--- src/rtl/seq_alu_core.sv ---
// seq_alu_core: multi-cycle ALU (Booth MUL, restoring DIV) feeding ZHi/ZLo.
// Ports: Clock, Clear (async low), Start/Op/A/B in; Busy, Done, ZHi, ZLo, Carry, DivZero out.
module seq_alu_core #(
    parameter int WIDTH = 32,
    parameter int SHW   = 5
) (
    input  logic             Clock,
    input  logic             Clear,
    input  logic             Start,
    input  logic [3:0]       Op,
    input  logic [WIDTH-1:0] A,
    input  logic [WIDTH-1:0] B,
    output logic             Busy,
    output logic             Done,
    output logic [WIDTH-1:0] ZHi,
    output logic [WIDTH-1:0] ZLo,
    output logic             Carry,
    output logic             DivZero
);

    localparam logic [3:0] OP_AND  = 4'd0;
    localparam logic [3:0] OP_OR   = 4'd1;
    localparam logic [3:0] OP_ADD  = 4'd2;
    localparam logic [3:0] OP_SUB  = 4'd3;
    localparam logic [3:0] OP_MUL  = 4'd4;
    localparam logic [3:0] OP_DIV  = 4'd5;
    localparam logic [3:0] OP_SHR  = 4'd6;
    localparam logic [3:0] OP_SHL  = 4'd7;
    localparam logic [3:0] OP_ROR  = 4'd8;
    localparam logic [3:0] OP_ROL  = 4'd9;
    localparam logic [3:0] OP_NEG  = 4'd10;
    localparam logic [3:0] OP_NOT  = 4'd11;
    localparam logic [3:0] OP_SHRA = 4'd12;

    typedef enum logic [1:0] {IDLE, MUL_IT, DIV_IT, DIV_FIX} state_t;

    state_t state, state_nx;

    logic [SHW-1:0]     cnt;
    logic [WIDTH:0]     hi;      // Booth accumulator / divider remainder
    logic [WIDTH-1:0]   lo;      // multiplier / dividend-then-quotient
    logic [WIDTH-1:0]   opd;     // multiplicand / divisor magnitude
    logic               q1;
    logic               neg_q;
    logic               neg_r;

    logic accept, b_zero, last;

    assign accept = Start && (state == IDLE);
    assign b_zero = (B == '0);
    assign last   = (cnt == SHW'(WIDTH - 1));
    assign Busy   = (state != IDLE);

    always_ff @(posedge Clock or negedge Clear) begin
        if (!Clear) state <= IDLE;
        else        state <= state_nx;
    end

    always_comb begin
        state_nx = state;
        unique case (state)
            IDLE: begin
                if (accept && Op == OP_MUL)
                    state_nx = MUL_IT;
                else if (accept && Op == OP_DIV && !b_zero)
                    state_nx = DIV_IT;
            end
            MUL_IT:  if (last) state_nx = IDLE;
            DIV_IT:  if (last) state_nx = DIV_FIX;
            DIV_FIX: state_nx = IDLE;
            default: state_nx = IDLE;
        endcase
    end

    // Single-cycle datapath
    logic [SHW-1:0]     sh;
    logic [WIDTH:0]     add_s, sub_s;
    logic [2*WIDTH-1:0] dbl_r, dbl_l;
    logic [WIDTH-1:0]   r_lo;
    logic               r_c, r_cw;

    assign sh    = B[SHW-1:0];
    assign add_s = {1'b0, A} + {1'b0, B};
    assign sub_s = {1'b0, A} - {1'b0, B};
    // Rotates come from shifting a doubled copy of A.
    assign dbl_r = {A, A} >> sh;
    assign dbl_l = {A, A} << sh;

    always_comb begin
        r_lo = '0;
        r_c  = Carry;
        r_cw = 1'b0;
        case (Op)
            OP_AND:  r_lo = A & B;
            OP_OR:   r_lo = A | B;
            OP_ADD: begin
                r_lo = add_s[WIDTH-1:0];
                r_c  = add_s[WIDTH];
                r_cw = 1'b1;
            end
            OP_SUB: begin
                r_lo = sub_s[WIDTH-1:0];
                r_c  = ~sub_s[WIDTH];
                r_cw = 1'b1;
            end
            OP_SHR:  r_lo = A >> sh;
            OP_SHL:  r_lo = A << sh;
            OP_ROR:  r_lo = dbl_r[WIDTH-1:0];
            OP_ROL:  r_lo = dbl_l[2*WIDTH-1:WIDTH];
            OP_NEG:  r_lo = -B;
            OP_NOT:  r_lo = ~B;
            OP_SHRA: r_lo = $signed(A) >>> sh;
            default: r_lo = '0;
        endcase
    end

    // Booth step: one guard bit keeps -2^(W-1) multiplicands exact.
    logic [WIDTH:0] m_ext, acc_nx;

    assign m_ext = {opd[WIDTH-1], opd};

    always_comb begin
        unique case ({lo[0], q1})
            2'b01:   acc_nx = hi + m_ext;
            2'b10:   acc_nx = hi - m_ext;
            default: acc_nx = hi;
        endcase
    end

    // Restoring divide step on magnitudes
    logic [WIDTH:0]   trial, diff;
    logic             fit;
    logic [WIDTH-1:0] a_mag, b_mag;

    assign trial = {hi[WIDTH-1:0], lo[WIDTH-1]};
    assign diff  = trial - {1'b0, opd};
    assign fit   = ~diff[WIDTH];
    assign a_mag = A[WIDTH-1] ? -A : A;
    assign b_mag = B[WIDTH-1] ? -B : B;

    always_ff @(posedge Clock or negedge Clear) begin
        if (!Clear) begin
            cnt     <= '0;
            hi      <= '0;
            lo      <= '0;
            opd     <= '0;
            q1      <= 1'b0;
            neg_q   <= 1'b0;
            neg_r   <= 1'b0;
            Done    <= 1'b0;
            ZHi     <= '0;
            ZLo     <= '0;
            Carry   <= 1'b0;
            DivZero <= 1'b0;
        end else begin
            Done <= 1'b0;
            unique case (state)
                IDLE: begin
                    if (accept) begin
                        cnt <= '0;
                        if (Op == OP_MUL) begin
                            hi  <= '0;
                            lo  <= B;
                            opd <= A;
                            q1  <= 1'b0;
                        end else if (Op == OP_DIV) begin
                            if (b_zero) begin
                                ZHi     <= A;
                                ZLo     <= '1;
                                DivZero <= 1'b1;
                                Done    <= 1'b1;
                            end else begin
                                hi    <= '0;
                                lo    <= a_mag;
                                opd   <= b_mag;
                                neg_q <= A[WIDTH-1] ^ B[WIDTH-1];
                                neg_r <= A[WIDTH-1];
                            end
                        end else begin
                            ZLo   <= r_lo;
                            ZHi   <= {{(WIDTH-1){1'b0}}, r_cw & r_c};
                            Carry <= r_c;
                            Done  <= 1'b1;
                        end
                    end
                end
                MUL_IT: begin
                    hi  <= {acc_nx[WIDTH], acc_nx[WIDTH:1]};
                    lo  <= {acc_nx[0], lo[WIDTH-1:1]};
                    q1  <= lo[0];
                    cnt <= cnt + SHW'(1);
                    if (last) begin
                        ZHi  <= acc_nx[WIDTH:1];
                        ZLo  <= {acc_nx[0], lo[WIDTH-1:1]};
                        Done <= 1'b1;
                    end
                end
                DIV_IT: begin
                    hi  <= fit ? {1'b0, diff[WIDTH-1:0]}
                               : {1'b0, trial[WIDTH-1:0]};
                    lo  <= {lo[WIDTH-2:0], fit};
                    cnt <= cnt + SHW'(1);
                end
                DIV_FIX: begin
                    ZLo     <= neg_q ? -lo : lo;
                    ZHi     <= neg_r ? -hi[WIDTH-1:0] : hi[WIDTH-1:0];
                    DivZero <= 1'b0;
                    Done    <= 1'b1;
                end
                default: ;
            endcase
        end
    end

endmodule

--- config.mk ---
export PLATFORM = sky130hd
export DESIGN_NAME = seq_alu_core
export DESIGN_NICKNAME = d
export VERILOG_FILES = /design/src/rtl/seq_alu_core.sv
export SDC_FILE = /design/constraint.sdc
export NUM_CORES = 1
export LEC_CHECK = 0
export BUFFER_PORTS_ARGS = -buffer_cell sky130_fd_sc_hd__clkbuf_2
export CAP_MARGIN = 20
export CORE_MARGIN = 5
export CORE_UTILIZATION = 34
export CTS_CLUSTER_DIAMETER = 120
export CTS_CLUSTER_SIZE = 14
export DETAILED_ROUTE_END_ITERATION = 10
export HOLD_SLACK_MARGIN = 0.03
export PLACE_DENSITY_LB_ADDON = 0.1
export SYNTH_ARGS = -nofsm -noshare
export SYNTH_HDL_FRONTEND = slang
export SYNTH_SLANG_ARGS = --single-unit
--- constraint.sdc ---
create_clock -name Clock -period 10.3 [get_ports Clock]
set_clock_uncertainty 0.05 [all_clocks]
set_input_delay 3.09 -clock Clock [delete_from_list [all_inputs] [get_ports Clock]]
set_output_delay 3.09 -clock Clock [all_outputs]
set_load 0.02 [all_outputs]
==> out/results.md <==
* run status: finished, final reports clean
* share of cells above drive strength 1: 0.109
* total clock sinks: 174
* # DRC: 0
* die height: 292 um
* transition time at the pin with the least slew margin: 1.39 ns
* final standard cell utilization of the core: 0.368
* initial cell density of the core: 0.342
* unrepaired setup endpoints after global routing: no
* most common cell after layout, fill and taps aside: sky130_fd_sc_hd__nand2_1
* horizontal die dimension: 292 um
* Critical path buffers and inverters: 2
* clock insertion delay at the later pin of the skew report: 0.52 ns
* kind of cell with the highest combined delay on the critical path: compound AO/OA/AOI/OAI gates
* top_reg_cell synth: sky130_fd_sc_hd__dfrtp_1
* multi-input gate area in the final layout: 20900 um^2
* Crit. End Element: flip-flop
* antenna violations before repair: 14
* part of the Yosys area used for sequential elements: 0.161
* Arrival @ worst endpoint: 7.79 ns
* class of the most critical setup path: in -> reg
* Period Utilization, post-route: 0.725
* average cell area after synthesis: 7.29 um^2
* Worst Hold Class: reg -> reg
* required time at the worst-slack endpoint: 10.63 ns
* number of iterations in the first detailed-routing pass: 7
* CTS resizes: 0
* final worst setup slack: 2.84 ns
* launching element type of the critical path: input port
* number of buffers created by CTS: 17
* net count of the finished layout: 3861
* setup TNS: 0 ns
* vias per inst: 6.58
* final max-slew violation count: 0
* highest-count cells in the layout ignoring fill and taps: 384 x sky130_fd_sc_hd__nand2_1, 382 x sky130_fd_sc_hd__nor2_1, 352 x sky130_fd_sc_hd__o21ai_0, 269 x sky130_fd_sc_hd__a21oi_1, 192 x sky130_fd_sc_hd__xnor2_1
* most numerous cell on the critical path: sky130_fd_sc_hd__a221oi_1
* CP max stage cell: sky130_fd_sc_hd__o311ai_0
* cells after synthesis: 3697
* total number of placement rows: 103
* standard cell core area: 78900 um^2
* RD Place Congestion: 1.12
* Wirelength per Cell: 31.9 um
* Relative slew margins: 0.0708
* final setup violating endpoints: 0
* global-route wire length before repair: 213000 um
* Period minus WS final: 7.46 ns
* global route overflow: 0
* IR Drop Worst-Case VDD: 0.000194 V
* total area of sequential cells: 4350 um^2
* Post-Synthesis Net Count: 3947
* Final Hold Viols: 0
* vias in the first global route: 28800
* Place WS: 2.44 ns
* buffers inserted by post-CTS timing repair: 0
* crit-path max cell delay: 1.05 ns
* Hold-fix buffers, CTS: 0
* Seq cells post-synth: 174
* TritonCTS clock tree: done
* total global-route track usage: 0.334
* Layout fillers: 8537
* number of flops mapped to enable cells by yosys: 0
* overall power after layout: 8.63 mW
* DRT antenna net count: 0
* worst-path fanout max: 39
* total power density per cell area: 298 nW/um^2
* proportion of register bits with asynchronous set or reset after synthesis: 1.00
* number of warnings printed during yosys synthesis: 0
* root buffer selected by CTS: sky130_fd_sc_hd__clkbuf_16
* instance area after placement: 28300 um^2
* H-tree Lvls: 4
* total via count after detailed routing: 30800
* CTS clock-pin slew for the worst setup and hold paths: 0.08 ns
* area added between synthesis and finish: 7.49%
* max-cap violation count: 0
* wirelength, routed: 149000 um
* initial drt markers: 4146
* Port Buf Inserts: 138
* Detailed Place HPWL: 113000 um
* maximum number of pins on one net before global-route repair: 111
* clk buf depth: 2
* Fmax achieved: 134 MHz
* distinct cell type count of the synthesized netlist: 87
* Lkg Pwr: 11.7 nW
* Boundary Pins: 139
* finished layout cell area: 29000 um^2
* full die area: 85000 um^2
* critical-path cell list: buf_4 > inv_1 > fa_1 > nor2b_1 > o31a_1 > o22ai_1 > o221ai_1 > a31oi_1 > o311ai_0 > a221oi_1 > xnor2_1 > a221oi_1 > a211oi_1
* Mapped Area: 27000 um^2
## state kept, by name, indices dropped and copies added, names as in the netlist
name	flops
lo	32
cnt	5
state	2
opd	32
ZLo	32
q1	1
DivZero	1
neg_q	1
neg_r	1
hi	33
Done	1
Carry	1
ZHi	32
## metrics by stage
stage	hold slack [ns]	cells
after floorplan	0.420	3697
after global placement	0.414	4638
after detailed placement	0.422	4638
after CTS	0.438	4670
after global routing	0.457	4674
final	0.435	4681
## tightest hold or removal path: cells and delay by family (launching register included)
kind,cells,cell delay (ns)
DFF,1,0.35
AOI/OAI and AO/OA,1,0.06
and+or+nand+nor,1,0.05
## cell families (layout without fill, tap and decap cells)
logic type               Yosys count  after routing  synth area share
flip-flops                       174            174             0.161
multiplexers                     167            167            0.0975
other                              0              7                 0
AO/OA/AOI/OAI                   1301           1301             0.317
adder cells (fa/ha/maj)          179            179            0.0842
XOR/XNOR                         232            232            0.0754
buffers and inverters            481            408            0.0680
AND/OR/NAND/NOR                 1163           1163             0.197
## per-layer routing
layer  up-vias  GRT usage  share of wire
li1      13500          -              -
met1     15100      0.473           0.43
met2      1852      0.485           0.42
met3       354     0.0742           0.10
met4         8      0.152          0.054
met5         -          0        0.00041
## where the power goes
part	total [mW]	internal (mW)	switching [mW]
logic	6.43	2.30	4.14
registers	1.49	0.999	0.496
clock network	0.701	0.345	0.356
## synth_stat cells, types with 31 or more instances
cell / count / area, um^2
sky130_fd_sc_hd__a211oi_1: 52 / 390
sky130_fd_sc_hd__a21o_1: 55 / 413
sky130_fd_sc_hd__a21oi_1: 270 / 1350
sky130_fd_sc_hd__a221oi_1: 67 / 587
sky130_fd_sc_hd__a22oi_1: 32 / 240
sky130_fd_sc_hd__a31oi_1: 59 / 369
sky130_fd_sc_hd__buf_1: 41 / 154
sky130_fd_sc_hd__clkbuf_1: 253 / 950
sky130_fd_sc_hd__dfrtp_1: 174 / 4350
sky130_fd_sc_hd__ha_1: 175 / 2190
sky130_fd_sc_hd__inv_1: 167 / 627
sky130_fd_sc_hd__mux2_2: 36 / 405
sky130_fd_sc_hd__mux2i_1: 58 / 581
sky130_fd_sc_hd__mux4_2: 73 / 1640
sky130_fd_sc_hd__nand2_1: 385 / 1450
sky130_fd_sc_hd__nand3_1: 82 / 410
sky130_fd_sc_hd__nor2_1: 383 / 1440
sky130_fd_sc_hd__nor3_1: 64 / 320
sky130_fd_sc_hd__o211ai_1: 39 / 293
sky130_fd_sc_hd__o21ai_0: 354 / 1770
sky130_fd_sc_hd__o22ai_1: 53 / 332
sky130_fd_sc_hd__o31ai_1: 45 / 338
sky130_fd_sc_hd__or3_1: 31 / 194
sky130_fd_sc_hd__xnor2_1: 192 / 1680
sky130_fd_sc_hd__xor2_1: 40 / 350
## area by class of cell
cell class / count / share of cell area
multi-input cells: 3042 / 0.720
clock buffers: 17 / 0.0147
inverters: 171 / 0.0221
well taps: 1050 / 0.0453
flip-flops and latches: 174 / 0.150
diodes: 7 / 0.000604
repair buffers: 205 / 0.0417
clock inverters: 15 / 0.00587
## worst paths after layout
path | startpoint | slack [ns] | depth (start not counted) | to
worst max-delay path | B[1] | 2.84 | 13 | ZLo[30]
worst max register to register | opd[5] | 4.58 | 16 | ZHi[25]
worst min register to register | ZHi[19] | 0.43 | 2 | ZHi[19]
max in group asynchronous | Clear | 5.99 | 2 | ZLo[29]
min in group asynchronous | Clear | 2.66 | 1 | ZHi[15]
worst min-delay path | ZHi[19] | 0.43 | 2 | ZHi[19]
Power figures use the tool's default switching activity.
